$ cat config.mk
export PLATFORM = sky130hd
export DESIGN_NAME = alu_flag_unit
export DESIGN_NICKNAME = d
export VERILOG_FILES = /design/src/rtl/alu_flag_unit.sv
export SDC_FILE = /design/constraint.sdc
export NUM_CORES = 1
export LEC_CHECK = 0
export ABC_AREA = 1
export ABC_CLOCK_PERIOD_IN_PS = 800
export BUFFER_PORTS_ARGS = -buffer_cell sky130_fd_sc_hd__buf_2
export CAP_MARGIN = 25
export CORE_AREA = 3 3 40 42
export CTS_CLUSTER_DIAMETER = 150
export DETAILED_ROUTE_END_ITERATION = 8
export DIE_AREA = 0 0 43 45
export GPL_TIMING_DRIVEN = 1
export PLACE_DENSITY = 0.54
export RECOVER_POWER = 50
export SLEW_MARGIN = 20
export SYNTH_ARGS = -nofsm -noshare
export SYNTH_HDL_FRONTEND = slang
export SYNTH_SLANG_ARGS = --single-unit
$ cat constraint.sdc
create_clock -name clk -period 0.8 [get_ports clk]
set_clock_uncertainty 0.2 [all_clocks]
set_input_delay 0.08 -clock clk [delete_from_list [all_inputs] [get_ports clk]]
set_output_delay 0.08 -clock clk [all_outputs]
set_load 0.01 [all_outputs]
$ cat src/rtl/alu_flag_unit.sv
// Registered C/Z/N/V status flags for the ALU, with optional sticky C/V and a
// saturating carry/borrow event counter (enabled by defining ALU_FLAG_STICKY_EN).
module alu_flag_unit #(
    parameter int unsigned WIDTH = 4,
    parameter int unsigned CNT_W = 4
) (
    input  logic             clk,
    input  logic             reset,
    input  logic             valid_in,
    input  logic [2:0]       sel,
    input  logic [WIDTH-1:0] result,
    input  logic             a_msb,
    input  logic             b_msb,
    input  logic             cout,
    input  logic             bout,
    input  logic             clr,
    output logic             valid_out,
    output logic             flag_c,
    output logic             flag_z,
    output logic             flag_n,
    output logic             flag_v,
    output logic             sticky_c,
    output logic             sticky_v,
    output logic [CNT_W-1:0] evt_cnt
);

    localparam logic [2:0] SEL_ADD = 3'b000;
    localparam logic [2:0] SEL_SUB = 3'b001;

    logic w_c;
    logic w_v;
    logic w_z;
    logic w_n;
    logic w_res_msb;

    logic r_valid;
    logic r_c;
    logic r_z;
    logic r_n;
    logic r_v;

    assign w_res_msb = result[WIDTH-1];

    // Next-flag values; only add/sub can raise carry or overflow.
    always_comb begin
        w_c = 1'b0;
        w_v = 1'b0;
        w_z = (result == '0);
        w_n = w_res_msb;
        case (sel)
            SEL_ADD: begin
                w_c = cout;
                w_v = (a_msb == b_msb) && (w_res_msb != a_msb);
            end
            SEL_SUB: begin
                w_c = bout;
                w_v = (a_msb != b_msb) && (w_res_msb != a_msb);
            end
            default: begin
                w_c = 1'b0;
                w_v = 1'b0;
            end
        endcase
    end

    // Flag register: loads on a valid op, holds otherwise.
    always_ff @(posedge clk) begin
        if (reset) begin
            r_valid <= 1'b0;
            r_c     <= 1'b0;
            r_z     <= 1'b0;
            r_n     <= 1'b0;
            r_v     <= 1'b0;
        end else begin
            r_valid <= valid_in;
            if (valid_in) begin
                r_c <= w_c;
                r_z <= w_z;
                r_n <= w_n;
                r_v <= w_v;
            end
        end
    end

    assign valid_out = r_valid;
    assign flag_c    = r_c;
    assign flag_z    = r_z;
    assign flag_n    = r_n;
    assign flag_v    = r_v;

`ifdef ALU_FLAG_STICKY_EN
    localparam logic [CNT_W-1:0] CNT_MAX = '1;

    logic             r_sticky_c;
    logic             r_sticky_v;
    logic [CNT_W-1:0] r_evt_cnt;

    // clr wins over a same-cycle valid op; that op is not accumulated.
    always_ff @(posedge clk) begin
        if (reset) begin
            r_sticky_c <= 1'b0;
            r_sticky_v <= 1'b0;
            r_evt_cnt  <= '0;
        end else if (clr) begin
            r_sticky_c <= 1'b0;
            r_sticky_v <= 1'b0;
            r_evt_cnt  <= '0;
        end else if (valid_in) begin
            r_sticky_c <= r_sticky_c | w_c;
            r_sticky_v <= r_sticky_v | w_v;
            if (w_c && (r_evt_cnt != CNT_MAX)) begin
                r_evt_cnt <= r_evt_cnt + CNT_W'(1);
            end
        end
    end

    assign sticky_c = r_sticky_c;
    assign sticky_v = r_sticky_v;
    assign evt_cnt  = r_evt_cnt;
`else
    logic w_unused_clr;

    assign w_unused_clr = clr;
    assign sticky_c     = 1'b0;
    assign sticky_v     = 1'b0;
    assign evt_cnt      = '0;
`endif

endmodule

==> results.txt, run 1 <==
The tools report the initial core utilization as 25.2%. In this run the critical register-to-register path is launched from flag_z$_SDFFE_PP0P_. The final critical path time including I/O delays and setup was 0.954 ns. Worst hold path stage count: 2. The die is 45 um tall. Setup repair after global routing could not meet its margin everywhere. Excluding fillers, the count of instances in the completed layout stands at 89.

The run gives 261 as the via count of the first global-routing pass. The flip-flop and latch count after synthesis came out at 5. STA classifies the critical path endpoint as an output port. The later pin in the worst-skew pair is clocked with a latency of 0.24 ns. Synthesized instance count: 51.

After Yosys synthesis, XOR and XNOR cells account for 0% of the synthesized area. The number of DRC markers after the initial detailed-route iteration was 1. The number of synthesis warnings is 0. In this run the register-to-register setup slack is 0.02 ns. The I/O pin total was 26; the number of buffer and inverter instances along the worst setup path was 1.

Summing the areas of all fa, ha and maj instances in the mapped netlist gives 0% of the synthesized area. After filler insertion, the fill cell instance count of the layout stands at 140. For the routability congestion estimate, the log shows 0.670.

The routed layout has 355 vias. Data on the critical path is required at its endpoint by 0.52 ns. Net switching is 26.9% of the power.

The wire-length estimate of the detail-placed layout is 567 um. The routed wire length per instance is 7.87 um. The tools report the sequential-to-total area share from yosys stat as 30.9%. The synthesized netlist occupies a cell area of 324 um2. For the relative contribution of combinational cells to total power, the log shows 20.1%.

The tools report the kind of launch point of the worst setup path as a register. Max-cap violations in this run came to 0. The logs give 0 for the total count of max-transition violations in the final report and 6 for the pin count of the biggest net entering global routing. The horizontal die dimension is 43 um.

From synthesis to final layout, the design area changed by 50.2%. The tools report the total CTS buffers as 3. VDD sags by at most 651 uV.

The synthesized netlist devotes 39.8% of its cell area to simple gates. By area, the combinational part of the netlist is dominated by simple AND/OR/NAND/NOR gates. A synthesized cell averages 6.35 um2. For the die footprint, the log shows 1940 um2.

The tools report the capturing point of the worst reg2reg path as flag_z$_SDFFE_PP0P_. For the number of setup violations in the final report, the log shows 5. During placement, the flow inserted port buffers numbering 18.

The worst-case hold slack was -0.144 ns. DRC violation count after routing: 0. The category of the critical setup timing path was register to output port.

Summed over all layers, the global routing overflow is 0. Walking the worst path, the cells encountered are buf_6. Multiplexer cells account for 0% of the synthesized area. Registers are responsible for 37.9% of the overall power. The final hold violation count was 5; the power per cell area was 1440 nW/um2.

The first global-routing pass estimated 979 um of wire. The logs give 85 for the total placed cells including tap cells and 0.513 mW for the internal power. The worst register-to-register path has a depth of 2. The worst hold path terminates at flag_z$_SDFFE_PP0P_. CTS saw 5 sinks. The ratio of final minimum period to clock period came out at 119%. In this design, the largest share of critical-path delay is due to flip-flops.

The total number of placement rows is 13, and the total power consumption of the routed design is 0.701 mW. The run gives 0 as the number of nets still failing antenna checks after routing. The fraction of final layout cells sized beyond drive strength 1 is 47.3%. The complex-gate fraction of the synthesized area is 7.34%, and the clock share of power is 42.0%. Clock tree synthesis selected as its root buffer the cell sky130_fd_sc_hd__clkbuf_4. The via-per-instance ratio was 3.99; the final critical-path setup slack was -0.154 ns.

The core region is 1280 um2. The net count of the finished layout is 90. Synthesis instantiated 15 different standard cells from the library. Summed over all nets, the switching power comes to 0.188 mW. 0 antenna diodes ended up in the layout. The H-tree level count was 1. The clock slew at the register clock pins of the worst setup and hold paths works out to 0.05 ns.

Launch instance of the worst min-delay path: reset. At the placement stage, the worst setup path has a slack of -0.127 ns. The number of antenna violations at the first check in global routing was 0.

Arrival time of the worst setup path: 0.67 ns. The library cell contributing the largest single delay on the critical path was sky130_fd_sc_hd__dfxtp_2. The delay of the slowest cell on the worst path was 0.32 ns. The checks that failed: negative hold slack, negative setup slack.

Of all nets on the critical path, the largest fanout is 2. The number of buffers between clock root and the deepest sink is 2, and the detailed-routing iteration count for the pre-antenna-repair pass is 2. The run finished, with violations left.

The total wire length was 700 um. The logs give -0.746 ns for the final sum of negative setup slack and 7.25% for the global-route total usage across every layer. Type of the most critical hold path: primary input to register. Once the clock tree was built, the setup fixing pass inserted 0 buffers. For this run, the top clock speed supported by timing is 1.05 GHz. The tools report the leakage power summed over all cells as 0.259 nW.

TritonCTS built the clock tree.
metal layers:
metal / global-route usage (%) / vias to the layer above / share of wire (%)
li1: - / 190 / -
met1: 7.49 / 146 / 43
met2: 10.2 / 19 / 41
met3: 6.37 / 0 / 16
met4: 3.61 / 0 / 0
met5: 0 / - / 0
power groups by stage:
stage | logic, mW | clock network, mW | registers (mW)
2_1_floorplan | 0.0823 | 0 | 0.273
3_3_place_gp | 0.133 | 0 | 0.268
3_5_place_dp | 0.134 | 0 | 0.268
4_1_cts | 0.142 | 0.307 | 0.266
5_1_grt | 0.160 | 0.319 | 0.266
6_report | 0.141 | 0.295 | 0.266
kinds of logic after synthesis:
group / Yosys count
and+or+nand+nor: 29
buffers and inverters: 12
DFF: 5
AOI/OAI and AO/OA: 4
other: 1
cell usage after synthesis:
cell	n	area (um2)
sky130_fd_sc_hd__nor2_1	3	11.3
sky130_fd_sc_hd__o21ai_0	1	5.00
sky130_fd_sc_hd__nor3_1	2	10.0
sky130_fd_sc_hd__nand3_1	1	5.00
sky130_fd_sc_hd__nor2_2	3	18.8
sky130_fd_sc_hd__inv_2	2	7.51
sky130_fd_sc_hd__a21oi_1	2	10.0
sky130_fd_sc_hd__inv_1	4	15.0
sky130_fd_sc_hd__nand2_2	1	6.26
sky130_fd_sc_hd__conb_1	1	3.75
sky130_fd_sc_hd__nand3_2	1	10.0
sky130_fd_sc_hd__a21oi_2	1	8.76
sky130_fd_sc_hd__buf_4	6	45.0
sky130_fd_sc_hd__nand2_1	18	67.6
sky130_fd_sc_hd__dfxtp_1	5	100
timing repair:
item	CTS	global route
endpoints found under the setup margin	5	8
hold endpoints to repair	5	5
pin swaps	1	2
gates resized for setup	6	1
through the flow:
step | hold slack, ns | utilization [%] | instance area, um2
after floorplan | -0.0649 | - | 350
after global placement | 0.101 | 33.4 | 429
after detailed placement | 0.0979 | 33.4 | 429
after CTS | -0.158 | 37.6 | 483
after global routing | -0.145 | 37.9 | 487
final | -0.144 | 37.9 | 487
how the worst max path moves through the flow:
stage / cells past startpoint / start / end / slack [ns]
detailed placement: 6 / sel[1] / flag_v$_SDFFE_PP0P_ / -0.13
global route: 1 / flag_z$_SDFFE_PP0P_ / flag_z / -0.18
floorplan: 2 / flag_c$_SDFFE_PP0P_ / flag_c$_SDFFE_PP0P_ / 0.005
CTS: 1 / flag_n$_SDFFE_PP0P_ / flag_n / -0.16
global placement: 6 / sel[1] / flag_v$_SDFFE_PP0P_ / -0.11
finish: 1 / flag_n$_SDFFE_PP0P_ / flag_n / -0.15
registers in the layout (all words and copies together) (netlist names):
signal / count
flag_c: 1
flag_n: 1
flag_v: 1
flag_z: 1
valid_out: 1
cell type report:
cell class / count / area (um2) / share of cell area [%]
clock buffer: 4 / 26.3 / 5.40
inverter: 6 / 22.5 / 4.63
multi-input combinational: 39 / 184 / 37.8
sequential: 5 / 105 / 21.6
tap: 15 / 18.8 / 3.86
timing repair buffer: 20 / 130 / 26.7
cells in the final DEF (no fill, tap or decap):
cell,synthesis,final
sky130_fd_sc_hd__a21oi_1,2,1
sky130_fd_sc_hd__a21oi_2,1,2
sky130_fd_sc_hd__buf_2,0,14
sky130_fd_sc_hd__buf_4,6,2
sky130_fd_sc_hd__buf_6,0,4
sky130_fd_sc_hd__clkbuf_1,0,1
sky130_fd_sc_hd__clkbuf_4,0,3
sky130_fd_sc_hd__conb_1,1,6
sky130_fd_sc_hd__dfxtp_1,5,1
sky130_fd_sc_hd__dfxtp_2,0,4
sky130_fd_sc_hd__inv_1,4,5
sky130_fd_sc_hd__inv_2,2,1
sky130_fd_sc_hd__nand2_1,18,18
sky130_fd_sc_hd__nand2_2,1,1
sky130_fd_sc_hd__nand3_1,1,1
sky130_fd_sc_hd__nand3_2,1,1
sky130_fd_sc_hd__nor2_1,3,3
sky130_fd_sc_hd__nor2_2,3,2
sky130_fd_sc_hd__nor2_4,0,1
sky130_fd_sc_hd__nor3_1,2,2
sky130_fd_sc_hd__o21ai_0,1,1
(Power assumes the default switching activity.)
==> run 2: changes to the inputs <==
Settings changed: ABC_CLOCK_PERIOD_IN_PS 800 to 900, PLACE_DENSITY 0.54 to 0.52.
Clock period 0.8 ns to 0.9 ns, I/O delays scaled along.
==> run 2 against run 1 <==
Against the previous run: the run still ends with negative hold slack, negative setup slack left; cell count is 1.1% lower; power is 13% lower; count of clock-buffer cells in the layout stayed put; non-clock buffer count is 1 lower; setup slack better by 0.095 ns; core utilization is 1.3 points lower; clock power is 14% lower; die area stayed put; sequential share of layout area is 0.75 points higher; critical endpoint unchanged.
==> results.txt, run 2 (synthesis results as in run 1) <==
The run finished, with violations left. The checks that failed: negative hold slack, negative setup slack. STA classifies the critical path endpoint as an output port. Clock tree synthesis selected as its root buffer the cell sky130_fd_sc_hd__clkbuf_4. The tools report the detailed placer's ending HPWL as 565 um (-0.23%).

The number of DRC markers after the initial detailed-route iteration was 3 (+2); the number of antenna violations at the first check in global routing was 0 (unchanged). The tools report the overflow left after global routing as 0 (unchanged). The total number of placement rows was 13 (unchanged). The delay of the slowest cell on the worst path was 0.32 ns (about the same); the DRC violation count after routing was 0 (unchanged). Subtracting the final worst setup slack from the clock period gives 0.959 ns. The total count of max-transition violations in the final report was 0 (unchanged).

The startpoint identified for the worst hold timing path is reset. The global-route total usage across every layer came out at 7.17% (-0.083 points). The power per cell area was 1290 nW/um2 (-10%); the ratio of final minimum period to clock period was 107%. For this run, the top clock speed supported by timing is 1.04 GHz. The run gives 1280 um2 (unchanged) as the core outline area.

TritonCTS built the clock tree. The area growth from synthesis to layout is 45.2%. The clock insertion delay at the later pin of the skew report came out at 0.24 ns (about the same).

Tracing the worst setup path back leads to its startpoint at flag_n$_SDFFE_PP0P_. The count of input and output buffers was 18 (unchanged); the net count of the finished layout was 89 (-1.1%). The via-per-instance ratio was 3.83 (-4.0%); the number of nets still failing antenna checks after routing was 0 (unchanged). The initial core utilization was 25.2% (unchanged); the total CTS buffers was 3 (unchanged). The run gives 0.253 nW (-2.2%) as the leakage power summed over all cells.

The number of buffer and inverter instances along the worst setup path works out to 1 (unchanged). The die footprint is 1940 um2 (unchanged), and the total wire length is 661 um (-5.6%). The I/O pin total was 26 (unchanged). By startpoint and endpoint, the worst setup path is classified as register to output port. The total power consumption of the routed design is 0.608 mW (-13%), and the routed wire length per instance is 7.51 um (-4.5%).

The run gives 5 (unchanged) as the final hold violation count. The min-delay analysis places its worst path in the category primary input to register. In the layout the commonest cells are sky130_fd_sc_hd__nand2_1 (18), sky130_fd_sc_hd__buf_2 (14), sky130_fd_sc_hd__conb_1 (6). Traced cell by cell, the critical path runs through buf_6. On the critical path the largest part of the delay comes from flip-flops. Count of vias placed by the detailed router: 337 (-5.1%).

The logs give 6 (unchanged) for the pin count of the biggest net entering global routing and -0.0591 ns (+0.0949 ns) for the final critical-path setup slack. The die height was 45 um (unchanged). The count of clock tree sinks is 5 (unchanged). The tools report the final-layout fill cell count as 149 (+6.4%). The detailed-routing iteration count for the pre-antenna-repair pass came out at 2 (unchanged). Library cell contributing the largest single delay on the critical path: sky130_fd_sc_hd__dfxtp_2. For the worst-case hold slack, the log shows -0.130 ns (+0.0142 ns). The tools report the H-tree level count as 1 (unchanged).

The tools report the number of buffers between clock root and the deepest sink as 2 (unchanged). The startpoint identified for the worst register-to-register timing path is flag_n$_SDFFE_PP0P_. The number of max-capacitance violations reported was 0 (unchanged); the endpoint required time on the critical path was 0.61 ns (+0.09 ns). The logs give 307 uV (-53%) for the largest voltage drop on the vdd net and -0.261 ns (+0.485 ns) for the final sum of negative setup slack.

The tools report the number of setup violations in the final report as 5 (unchanged). The highest fanout seen on the critical path was 2 (unchanged); the routability congestion estimate was 0.652 (-2.6%). The fraction of final layout cells sized beyond drive strength 1 was 45.2% (-2.1 points). The global-route wire length before repair was 1.01 mm (+3.6%); the horizontal die dimension was 43 um (unchanged). The tools report the kind of launch point of the worst setup path as a register. For the number of buffers inserted to repair setup after CTS, the log shows 0 (unchanged). The clock slew at the register clock pins of the worst setup and hold paths came out at 0.04 ns (about the same). The library cell used most frequently in the layout, excluding fill and tap cells, is sky130_fd_sc_hd__nand2_1. The logs give 0.67 ns (about the same) for the arrival time of the worst setup path and 0 (unchanged) for the number of diodes.

Setup repair after global routing could not meet its margin everywhere. The run gives 276 (+5.7%) as the via count of the first global-routing pass.
-- run 2: changes by cell type in the layout (fill, tap and decap cells not counted), sizes merged --
cell | previous run | this run
buf | 20 | 19
-- run 2: per-layer routing --
metal | part of all wire [%] | track usage [%]
met2 | 40 | 10.5
met3 | 16 | 3.19
met5 | 0 | 0
met1 | 44 | 8.21
met4 | 0 | 5.42
-- run 2: cell type report --
cell class / instances / area [um2] / area share [%]
Inverter: 6 / 22.5 / 4.79
Sequential cell: 5 / 105 / 22.3
Clock buffer: 4 / 26.3 / 5.59
Multi-Input combinational cell: 39 / 175 / 37.2
Timing Repair Buffer: 19 / 123 / 26.1
Tap cell: 15 / 18.8 / 3.99
-- run 2: worst paths after layout --
path	to	slack (ns)	cells past startpoint
hold reg to reg	flag_z$_SDFFE_PP0P_	0.27	2
setup / recovery	flag_n	-0.06	1
hold / removal	flag_v$_SDFFE_PP0P_	-0.13	2
setup reg to reg	flag_n$_SDFFE_PP0P_	0.10	2
-- run 2: stage by stage --
| step | setup slack, ns | instances | utilization (%) | cell area (um2) | hold WS [ns] |
|---|---|---|---|---|---|
| floorplan | 0.0799 | 56 | - | 343 | -0.0476 |
| global placement | -0.0608 | 84 | 32.2 | 414 | 0.120 |
| detailed placement | -0.0634 | 84 | 32.2 | 414 | 0.121 |
| CTS | -0.0717 | 88 | 36.6 | 470 | -0.138 |
| global route | -0.0777 | 88 | 36.6 | 470 | -0.119 |
| finish | -0.0591 | 88 | 36.6 | 470 | -0.130 |
-- run 2: repair_timing --
item                                   CTS  global route
setup endpoints to repair                5             5
endpoints found under the hold margin    5             5
gates resized for setup                  8             0
-- run 2: report_power, final --
part	internal [mW]	switching [mW]
sequential	0.232	0.00468
clock	0.167	0.0860
combinational	0.0528	0.0656
